===== config.mk =====
export PLATFORM = sky130hd
export DESIGN_NAME = wide_alu_sequencer_flat
export DESIGN_NICKNAME = d
export VERILOG_FILES = /design/src/rtl/wide_alu_sequencer_if.sv /design/src/rtl/wide_alu_sequencer.sv /design/src/flat_wrapper.sv
export SDC_FILE = /design/constraint.sdc
export NUM_CORES = 1
export LEC_CHECK = 0
export BUFFER_PORTS_ARGS = -buffer_cell sky130_fd_sc_hd__buf_2
export CORE_ASPECT_RATIO = 0.7
export CORE_MARGIN = 2
export CORE_UTILIZATION = 40
export CTS_CLUSTER_DIAMETER = 200
export DETAILED_ROUTE_END_ITERATION = 6
export SLEW_MARGIN = 20
export SYNTH_ARGS = -nofsm -noshare
export SYNTH_HDL_FRONTEND = slang
export SYNTH_SLANG_ARGS = --single-unit

===== constraint.sdc =====
create_clock -name clk -period 3.6 [get_ports clk]
set_clock_uncertainty 0.1 [all_clocks]
set_input_delay 0.72 -clock clk [delete_from_list [all_inputs] [get_ports clk]]
set_output_delay 0.72 -clock clk [all_outputs]
set_load 0.03 [all_outputs]

===== src/rtl/wide_alu_sequencer_if.sv =====
// Bundle of the request, ALU-issue and result handshakes between the wide sequencer and its neighbours.
// The slave modport is the sequencer's view; the master modport is the view of the surrounding logic.
interface wide_alu_sequencer_if #(
    parameter int N     = 32,
    parameter int WORDS = 4
);
    logic               in_valid;
    logic               in_ready;
    logic               in_cmd;
    logic [WORDS*N-1:0] in_a;
    logic [WORDS*N-1:0] in_b;
    logic               in_cin;
    logic [N-1:0]       alu_a;
    logic [N-1:0]       alu_b;
    logic               alu_c_in;
    logic [2:0]         alu_op;
    logic [N-1:0]       alu_sum;
    logic               alu_c_out;
    logic               out_valid;
    logic               out_ready;
    logic [WORDS*N-1:0] out_result;
    logic               out_c_out;

    modport slave (
        input  in_valid, in_cmd, in_a, in_b, in_cin, alu_sum, alu_c_out, out_ready,
        output in_ready, alu_a, alu_b, alu_c_in, alu_op, out_valid, out_result, out_c_out
    );

    modport master (
        output in_valid, in_cmd, in_a, in_b, in_cin, alu_sum, alu_c_out, out_ready,
        input  in_ready, alu_a, alu_b, alu_c_in, alu_op, out_valid, out_result, out_c_out
    );
endinterface


===== src/rtl/wide_alu_sequencer.sv =====
// Splits one wide ADD/NOT into N-bit issues to a registered ALU (LSW first, carry chained)
// and reassembles the registered results into a wide result with the top-word carry.
//   state   | meaning
//   S_IDLE  | ready for a new operation, ALU inputs parked at zero
//   S_RUN   | issuing word idx, capturing the result of word idx-1
//   S_DRAIN | capturing the last word and the final carry
//   S_DONE  | result offered, held until out_ready
module wide_alu_sequencer #(
    parameter int         N      = 32,
    parameter int         WORDS  = 4,
    parameter logic [2:0] OP_ADD = 3'b000,
    parameter logic [2:0] OP_NOT = 3'b001
) (
    input  logic               clk,
    input  logic               rst_n,
    wide_alu_sequencer_if.slave bus
);
    localparam int IW = $clog2(WORDS);

    typedef enum logic [1:0] {S_IDLE, S_RUN, S_DRAIN, S_DONE} state_t;

    state_t             state_q, state_d;
    logic [IW-1:0]      idx_q, idx_d;
    logic [WORDS*N-1:0] a_q, a_d, b_q, b_d;
    logic               cmd_q, cmd_d, cin_q, cin_d;
    logic [WORDS*N-1:0] result_q, result_d;
    logic               c_out_q, c_out_d;

    logic               in_ready;
    logic               out_valid;
    logic [N-1:0]       alu_a, alu_b;
    logic               alu_c_in;
    logic [2:0]         alu_op;

    always_ff @(posedge clk or negedge rst_n) begin
        if (!rst_n) begin
            state_q  <= S_IDLE;
            idx_q    <= '0;
            a_q      <= '0;
            b_q      <= '0;
            cmd_q    <= 1'b0;
            cin_q    <= 1'b0;
            result_q <= '0;
            c_out_q  <= 1'b0;
        end else begin
            state_q  <= state_d;
            idx_q    <= idx_d;
            a_q      <= a_d;
            b_q      <= b_d;
            cmd_q    <= cmd_d;
            cin_q    <= cin_d;
            result_q <= result_d;
            c_out_q  <= c_out_d;
        end
    end

    always_comb begin
        state_d   = state_q;
        idx_d     = idx_q;
        a_d       = a_q;
        b_d       = b_q;
        cmd_d     = cmd_q;
        cin_d     = cin_q;
        result_d  = result_q;
        c_out_d   = c_out_q;
        in_ready  = 1'b0;
        out_valid = 1'b0;
        alu_a     = '0;
        alu_b     = '0;
        alu_c_in  = 1'b0;
        alu_op    = OP_ADD;
        case (state_q)
            S_IDLE: begin
                in_ready = 1'b1;
                if (bus.in_valid) begin
                    a_d     = bus.in_a;
                    b_d     = bus.in_b;
                    cmd_d   = bus.in_cmd;
                    cin_d   = bus.in_cin;
                    idx_d   = '0;
                    state_d = S_RUN;
                end
            end
            S_RUN: begin
                alu_a  = a_q[int'(idx_q)*N +: N];
                alu_b  = b_q[int'(idx_q)*N +: N];
                alu_op = cmd_q ? OP_NOT : OP_ADD;
                // Word 0 takes the external carry; later words chain the ALU's registered carry.
                if (!cmd_q) alu_c_in = (idx_q == '0) ? cin_q : bus.alu_c_out;
                if (idx_q != '0) result_d[(int'(idx_q)-1)*N +: N] = bus.alu_sum;
                if (idx_q == IW'(WORDS-1)) state_d = S_DRAIN;
                else                       idx_d   = idx_q + IW'(1);
            end
            S_DRAIN: begin
                result_d[(WORDS-1)*N +: N] = bus.alu_sum;
                c_out_d = cmd_q ? 1'b0 : bus.alu_c_out;
                state_d = S_DONE;
            end
            S_DONE: begin
                out_valid = 1'b1;
                if (bus.out_ready) state_d = S_IDLE;
            end
            default: state_d = S_IDLE;
        endcase
    end

    assign bus.in_ready   = in_ready;
    assign bus.out_valid  = out_valid;
    assign bus.out_result = result_q;
    assign bus.out_c_out  = c_out_q;
    assign bus.alu_a      = alu_a;
    assign bus.alu_b      = alu_b;
    assign bus.alu_c_in   = alu_c_in;
    assign bus.alu_op     = alu_op;
endmodule


===== src/flat_wrapper.sv =====
// flat-port wrapper written by rule: the top's interface ports become plain ports
module wide_alu_sequencer_flat 
#(
    parameter int         N      = 32,
    parameter int         WORDS  = 4,
    parameter logic [2:0] OP_ADD = 3'b000,
    parameter logic [2:0] OP_NOT = 3'b001
)
  (clk, rst_n, bus_in_valid, bus_in_cmd, bus_in_a, bus_in_b, bus_in_cin, bus_alu_sum, bus_alu_c_out, bus_out_ready, bus_in_ready, bus_alu_a, bus_alu_b, bus_alu_c_in, bus_alu_op, bus_out_valid, bus_out_result, bus_out_c_out);
  wide_alu_sequencer_if #(.N(N), .WORDS(WORDS)) bus_i ();
  input  logic clk;
  input  logic rst_n;
  input wire logic [$bits(bus_i.in_valid)-1:0] bus_in_valid;
  input wire logic [$bits(bus_i.in_cmd)-1:0] bus_in_cmd;
  input wire logic [$bits(bus_i.in_a)-1:0] bus_in_a;
  input wire logic [$bits(bus_i.in_b)-1:0] bus_in_b;
  input wire logic [$bits(bus_i.in_cin)-1:0] bus_in_cin;
  input wire logic [$bits(bus_i.alu_sum)-1:0] bus_alu_sum;
  input wire logic [$bits(bus_i.alu_c_out)-1:0] bus_alu_c_out;
  input wire logic [$bits(bus_i.out_ready)-1:0] bus_out_ready;
  output wire logic [$bits(bus_i.in_ready)-1:0] bus_in_ready;
  output wire logic [$bits(bus_i.alu_a)-1:0] bus_alu_a;
  output wire logic [$bits(bus_i.alu_b)-1:0] bus_alu_b;
  output wire logic [$bits(bus_i.alu_c_in)-1:0] bus_alu_c_in;
  output wire logic [$bits(bus_i.alu_op)-1:0] bus_alu_op;
  output wire logic [$bits(bus_i.out_valid)-1:0] bus_out_valid;
  output wire logic [$bits(bus_i.out_result)-1:0] bus_out_result;
  output wire logic [$bits(bus_i.out_c_out)-1:0] bus_out_c_out;
  assign bus_i.in_valid = bus_in_valid;
  assign bus_i.in_cmd = bus_in_cmd;
  assign bus_i.in_a = bus_in_a;
  assign bus_i.in_b = bus_in_b;
  assign bus_i.in_cin = bus_in_cin;
  assign bus_i.alu_sum = bus_alu_sum;
  assign bus_i.alu_c_out = bus_alu_c_out;
  assign bus_i.out_ready = bus_out_ready;
  assign bus_in_ready = bus_i.in_ready;
  assign bus_alu_a = bus_i.alu_a;
  assign bus_alu_b = bus_i.alu_b;
  assign bus_alu_c_in = bus_i.alu_c_in;
  assign bus_alu_op = bus_i.alu_op;
  assign bus_out_valid = bus_i.out_valid;
  assign bus_out_result = bus_i.out_result;
  assign bus_out_c_out = bus_i.out_c_out;
  wide_alu_sequencer #(.N(N), .WORDS(WORDS), .OP_ADD(OP_ADD), .OP_NOT(OP_NOT)) u_core (.clk(clk), .rst_n(rst_n), .bus(bus_i));
endmodule

==> impl_results.md, run 1 <==
* Total power at around 21 mW
* CTS H-tree lvls at 2
* Synth Register Bits at between 300 and 400
* Total global-route track usage at about a fifth
* Register-to-register setup slack at roughly 0.59 ns
* Placer Congestion at 0.814
* Layout cells sized above 1 at 55.9%
* Sequential area share after synthesis at 57.2%
* Worst slew margin at 36.2%
* Die area at 0.0444 mm^2
* Iteration-0 DRC count of the detailed router at 591
* First-pass GRT wire length at 72200 um
* Top_reg_cell synth: dfrtp_1
* Final setup viols at 0
* Core footprint at 0.0423 mm^2
* CTS Buffer Depth at 3
* Critical path fanouts, max at 80
* Gr ovfl total at 0
* Post-synth top area cell: dfrtp_1
* Most frequent cells after synthesis: dfrtp_1, mux2_2, a22o_1
* Residual DRC count at 0
* Leakage Power at 10.2 nW
* Area Overhead vs Synth at 25.7%
* Tightest Pin Transition at approximately 0.95 ns
* Seq. cell area at 0.00979 mm^2
* Min cycle time layout at 3.33 ns
* Initial cell density of the core at a little over 40%
* Post-route setup TNS at 0 ns
* Power per cell area at 971 mW/mm^2
* CTS buffer count at 40
* Avg Cell Area, Syn at 15.0 um^2
* DIE HEIGHT at 177 um
* WL final at roughly 47000 um
* CTS sink cnt at between 300 and 400
* Fin. Hold Viols at 0
* Largest net degree at the start of global routing at 83
* Resized cells post-CTS at 0
* Vias in the first global route at around 12000
* Synth warn at 0
* Die Wd at 251 um
* Detailed-route via count at 11500
* Hold Crit Class: in2async
* Startpoint types: flop
* Final Cycle Share at slightly above 90%
* Max Slew Vio Count at 0
* Top-count cell post-synth: dfrtp_1
* Area occupied by multi-input gates at around 0.0069 mm^2
* CTS tree: done
* Vias per cell at 5.22
* Post-Syn Area at 0.0171 mm^2
* Clock Latency Late Sink at 0.53 ns
* Hold_buf cts at 0
* Initial antenna violation count at 24
* Critical Path RT at 2.78 ns
* Post-Syn Instances at roughly 1100
* Synth area leaders: dfrtp_1, mux2_2, mux4_2
* Yosys cell types at 37
* CP Capture Type: output port
* Worst-path clk slew at 0.06 ns
* DR WL/cell at 21.5 um
* Final HPWL DP at about 33000 um
* Detailed Routing Iterations Pass 1 at 4
* Fmax at 0.300 GHz
* Unrepaired setup endpoints after global routing: false
* Max-cap viol count at 0
* Layout Nets at 1915
* Fill cell count at 3661
* Root Buffer: clkbuf_16
* Post-synth EDFFs at 0
* Post-synth ARST share at 100%
* Crit path DAT at 2.51 ns
* Post-DRT Antenna Nets at 0
* Total setup buffers inserted after CTS at 0
* Status: complete, no violations
* Area share of the largest cell type after synthesis at a little under three fifths
* IO buf count at 491
* Critical path class: reg2out
* I/O pins at roughly 500
* Maximum VDD drop at 0.485 mV
* Placement row count at 63
where the power goes:
group	total (mW)	switching [mW]	leakage (nW)	internal [mW]
combinational	9.15	4.97	4.83	4.18
sequential	7.66	1.09	4.77	6.57
clock	4.06	1.73	0.626	2.33
total	20.9	7.80	10.2	13.1
metrics by stage:
stage                     instances  worst slack [ns]  util [%]  hold WS, ns  area (um^2)
after floorplan                1144             0.320         -        0.324        17100
after global placement         2121             0.637      47.8        0.370        20200
after detailed placement       2121             0.569      47.8        0.375        20200
after CTS                      2191             0.143      50.8        0.107        21500
after global routing           2204             0.110      50.9       0.0998        21500
final                          2207             0.267      50.9       0.0700        21500
worst paths after layout:
kind | from | end | depth (start not counted)
min | rst_n | u_core.bus.out_result[73]$_DFFE_PN0P_ | 1
min in group clk | bus_in_a[42] | u_core.a_q[42]$_DFFE_PN0P_ | 2
max reg2reg | u_core.idx_q[1]$_DFFE_PN0P_ | u_core.bus.out_result[49]$_DFFE_PN0P_ | 6
min reg2reg | u_core.bus.out_result[108]$_DFFE_PN0P_ | u_core.bus.out_result[108]$_DFFE_PN0P_ | 1
max | u_core.idx_q[0]$_DFFE_PN0P_ | bus_alu_a[30] | 4
max in group asynchronous | rst_n | u_core.a_q[68]$_DFFE_PN0P_ | 2
registers in the layout (all words and copies together), names as in the netlist:
signal                 cells
u_core.a_q               128
u_core.cin_q               1
u_core.b_q               128
u_core.idx_q               2
u_core.bus.out_result    128
u_core.bus.out_c_out       1
u_core.cmd_q               1
u_core.state_q             2
layer usage:
| metal | wire length (um) | part of all wire [%] | track usage, % |
|---|---|---|---|
| met1 | 20200 | 43 | 27.9 |
| met2 | 22400 | 47 | 32.8 |
| met3 | 3540 | 7.5 | 6.97 |
| met4 | 1040 | 2.2 | 6.57 |
| met5 | 90 | 0.19 | 0 |
cell usage in the layout, fill, tap and decap left out, drive strengths merged, types with 16 or more instances in the layout:
master / Yosys / routed
clkbuf: 41 / 56
o41ai: 31 / 31
a22o: 95 / 95
nand2: 66 / 66
mux4: 64 / 64
diode: 0 / 16
buf: 53 / 519
dfrtp: 391 / 391
and2: 65 / 65
mux2: 291 / 291
cells by family after synthesis:
kind of cell / Yosys count / synth area share (%)
adder cells (fa/ha/maj): 9 / 0.659
buffers and inverters: 101 / 2.86
other: 1 / 0.0219
XOR/XNOR: 1 / 0.0512
AO/OA/AOI/OAI: 137 / 6.97
flip-flops: 391 / 57.2
AND/OR/NAND/NOR: 146 / 4.51
multiplexers: 357 / 27.7
worst max-delay path, cell delays in order (launching register included):
cell and delay (ns):
dfrtp_4 0.42, buf_12 0.53, mux4_2 0.58, and2_1 0.22, buf_2 0.19
area by class of cell:
cell class              count  area share, %
diodes                     16          0.186
clock buffers              56           5.41
clock inverters            14          0.512
inverters                   7          0.122
multi-input cells         652           31.9
flip-flops and latches    391           45.6
well taps                 552           3.21
repair buffers            519           13.1
Power figures use the tool's default switching activity.
==> run 2, diff against run 1 <==
- CELL_PAD_IN_SITES_DETAIL_PLACEMENT: not set -> 1
- CELL_PAD_IN_SITES_GLOBAL_PLACEMENT: not set -> 1
- PLACE_DENSITY_LB_ADDON: not set -> 0.1
==> run 2 against run 1 <==
Effect of this change: power is 2.2% higher; maximum frequency increased by 1.2%; routed wire length up 14%; cell count is 0.59% higher; highest routed layer unchanged.
==> impl_results.md, run 2 (synthesis gave the netlist of run 1 again) <==
* Status: complete, no violations
* Largest stage delay, worst path at 0.59 ns (about the same)
* Critical path class: reg2out
* CTS buffer count at 40 (unchanged)
* Post-DRT Antenna Nets at 0 (unchanged)
* Area Overhead vs Synth at 26.6%
* CP Capture Type: output port
* Comb power frac at 43.8% (about the same)
* Placement row count at 63 (unchanged)
* CTS H-tree lvls at 2 (unchanged)
* Maximum VDD drop at 0.429 mV (-12%)
* Commonest non-fill, non-tap cells in the layout: buf_2, dfrtp_1, mux2_2
* Root Buffer: clkbuf_16
* Net Switching at 8.07 mW (+3.5%)
* Layout cells sized above 1 at 56.2% (+0.21 points)
* IO buf count at 491 (unchanged)
* Max Slew Vio Count at 0 (unchanged)
* Gr ovfl total at 0 (unchanged)
* Power per cell area at 985 mW/mm^2 (+1.4%)
* Min cycle time layout at 3.29 ns (-0.0384 ns)
* Hold Crit Class: in2async
* I/O pins at 494 (unchanged)
* Critical Path RT at 2.78 ns (about the same)
* Iteration-0 DRC count of the detailed router at 554 (-6.3%)
* First-pass GRT wire length at 80700 um (+12%)
* Worst path cell trace: buf_4, mux4_2, and2_1, buf_2
* Core Util, Final at 51.3% (+0.39 points)
* CP top delay family: buffers and inverters
* Layout Nets at 1925 (+0.52%)
* Vias in the first global route at 12900 (+6.2%)
* Sequential Power Share at 36.4% (-0.3 points)
* Residual DRC count at 0 (unchanged)
* Crit path DAT at 2.47 ns (-0.04 ns)
* Critical path fanouts, max at 28 (-65%)
* Largest net degree at the start of global routing at 80 (-3.6%)
* Fill cell count at 4332 (+18%)
* Detailed Routing Iterations Pass 1 at 4 (unchanged)
* CTS Buffer Depth at 3 (unchanged)
* CTS sink cnt at 391 (unchanged)
* Clock Latency Late Sink at 0.54 ns (about the same)
* CP max-delay cell: mux4_2
* Final setup viols at 0 (unchanged)
* Hold_buf cts at 0 (unchanged)
* Die area at 0.0444 mm^2 (unchanged)
* Detailed-route via count at 11800 (+2.5%)
* Initial antenna violation count at 32 (+33%)
* Unrepaired setup endpoints after global routing: false
* WHS at 0.0941 ns (+0.0240 ns)
* R2r worst-path depth at 6 (unchanged)
* Worst slew margin at 51.7% (+16 points)
* Fin. Hold Viols at 0 (unchanged)
* Commonest non-fill, non-tap cell in the layout: buf_2
* Initial cell density of the core at 40.5% (unchanged)
* WL final at 53900 um (+14%)
* Tightest Pin Transition at 0.724 ns (-0.229 ns)
* Fmax at 0.303 GHz (+1.2%)
* DR WL/cell at 24.3 um (+13%)
* Final HPWL DP at 38300 um (+17%)
* Die Wd at 251 um (unchanged)
* Startpoint types: flop
* Resized cells post-CTS at 0 (unchanged)
* Clock power frac at 19.8% (+0.3 points)
* Core footprint at 0.0423 mm^2 (unchanged)
* Crit. path cell count at 4 (unchanged)
* Vias per cell at 5.32 (+1.9%)
* CTS tree: done
* Final Cycle Share at 91.5% (-1.1 points)
* Placer Congestion at 0.810 (-0.56%)
* DIE HEIGHT at 177 um (unchanged)
* Post-route setup TNS at 0 ns (unchanged)
* Worst-path clk slew at 0.06 ns (about the same)
* CP bufs+invs at 2 (unchanged)
* Switching share of power at 37.8% (+0.49 points)
* Total setup buffers inserted after CTS at 0 (unchanged)
* Leakage Power at 10.3 nW (+0.91%)
* Total global-route track usage at 24.0% (+3.0 points)
* Internal power at 13.3 mW (+1.4%)
* Max-cap viol count at 0 (unchanged)
[run 2: worst paths after layout]
| path | startpoint | to | slack [ns] |
|---|---|---|---|
| max | u_core.idx_q[0]$_DFFE_PN0P_ | bus_alu_b[15] | 0.31 |
| min | rst_n | u_core.bus.out_result[83]$_DFFE_PN0P_ | 0.09 |
| max reg2reg | u_core.idx_q[1]$_DFFE_PN0P_ | u_core.bus.out_result[106]$_DFFE_PN0P_ | 0.93 |
| min reg2reg | u_core.bus.out_result[112]$_DFFE_PN0P_ | u_core.bus.out_result[112]$_DFFE_PN0P_ | 0.39 |
| max in group asynchronous | rst_n | u_core.b_q[74]$_DFFE_PN0P_ | 2.41 |
| min in group clk | bus_in_b[59] | u_core.b_q[59]$_DFFE_PN0P_ | 0.30 |
[run 2: layout make-up]
cell class / count / area [um^2] / area share [%]
multi-input cells: 652 / 6860 / 31.7
inverters: 7 / 26.3 / 0.121
clock buffers: 61 / 1210 / 5.59
flip-flops and latches: 391 / 9790 / 45.2
diodes: 19 / 47.5 / 0.220
well taps: 552 / 691 / 3.19
repair buffers: 529 / 2930 / 13.5
clock inverters: 9 / 103 / 0.474
[run 2: through the flow]
stage	std cells	instance area, um^2	power (mW)	setup WS (ns)
after CTS	2201	21600	21.6	0.240
after floorplan	1144	17100	14.3	0.320
final	2220	21700	21.3	0.305
after global routing	2216	21600	22.5	0.173
after global placement	2131	20300	16.9	0.877
after detailed placement	2131	20300	17.2	0.840
[run 2: worst reg2reg max path, delay by kind of cell, from the launching register on]
family	cells	cell delay [ns]
AOI/OAI and AO/OA	1	0.53
DFF	1	0.41
adders and majority gates	1	0.33
muxes	1	0.35
buffers and inverters	2	0.75
and+or+nand+nor	1	0.09
[run 2: per-layer routing]
layer | routed length (um) | track usage [%] | part of all wire [%]
met4 | 1370 | 7.99 | 2.5
met2 | 26500 | 38.7 | 49
met1 | 22600 | 31.6 | 42
met5 | 129 | 0 | 0.24
met3 | 3250 | 6.25 | 6.0
[run 2: power by group through the flow]
stage	logic, mW	registers (mW)	clock network (mW)
floorplan	5.59	8.70	0
global placement	9.22	7.69	0
detailed placement	9.44	7.79	0
CTS	9.48	7.74	4.34
global route	9.99	8.03	4.51
finish	9.35	7.77	4.22
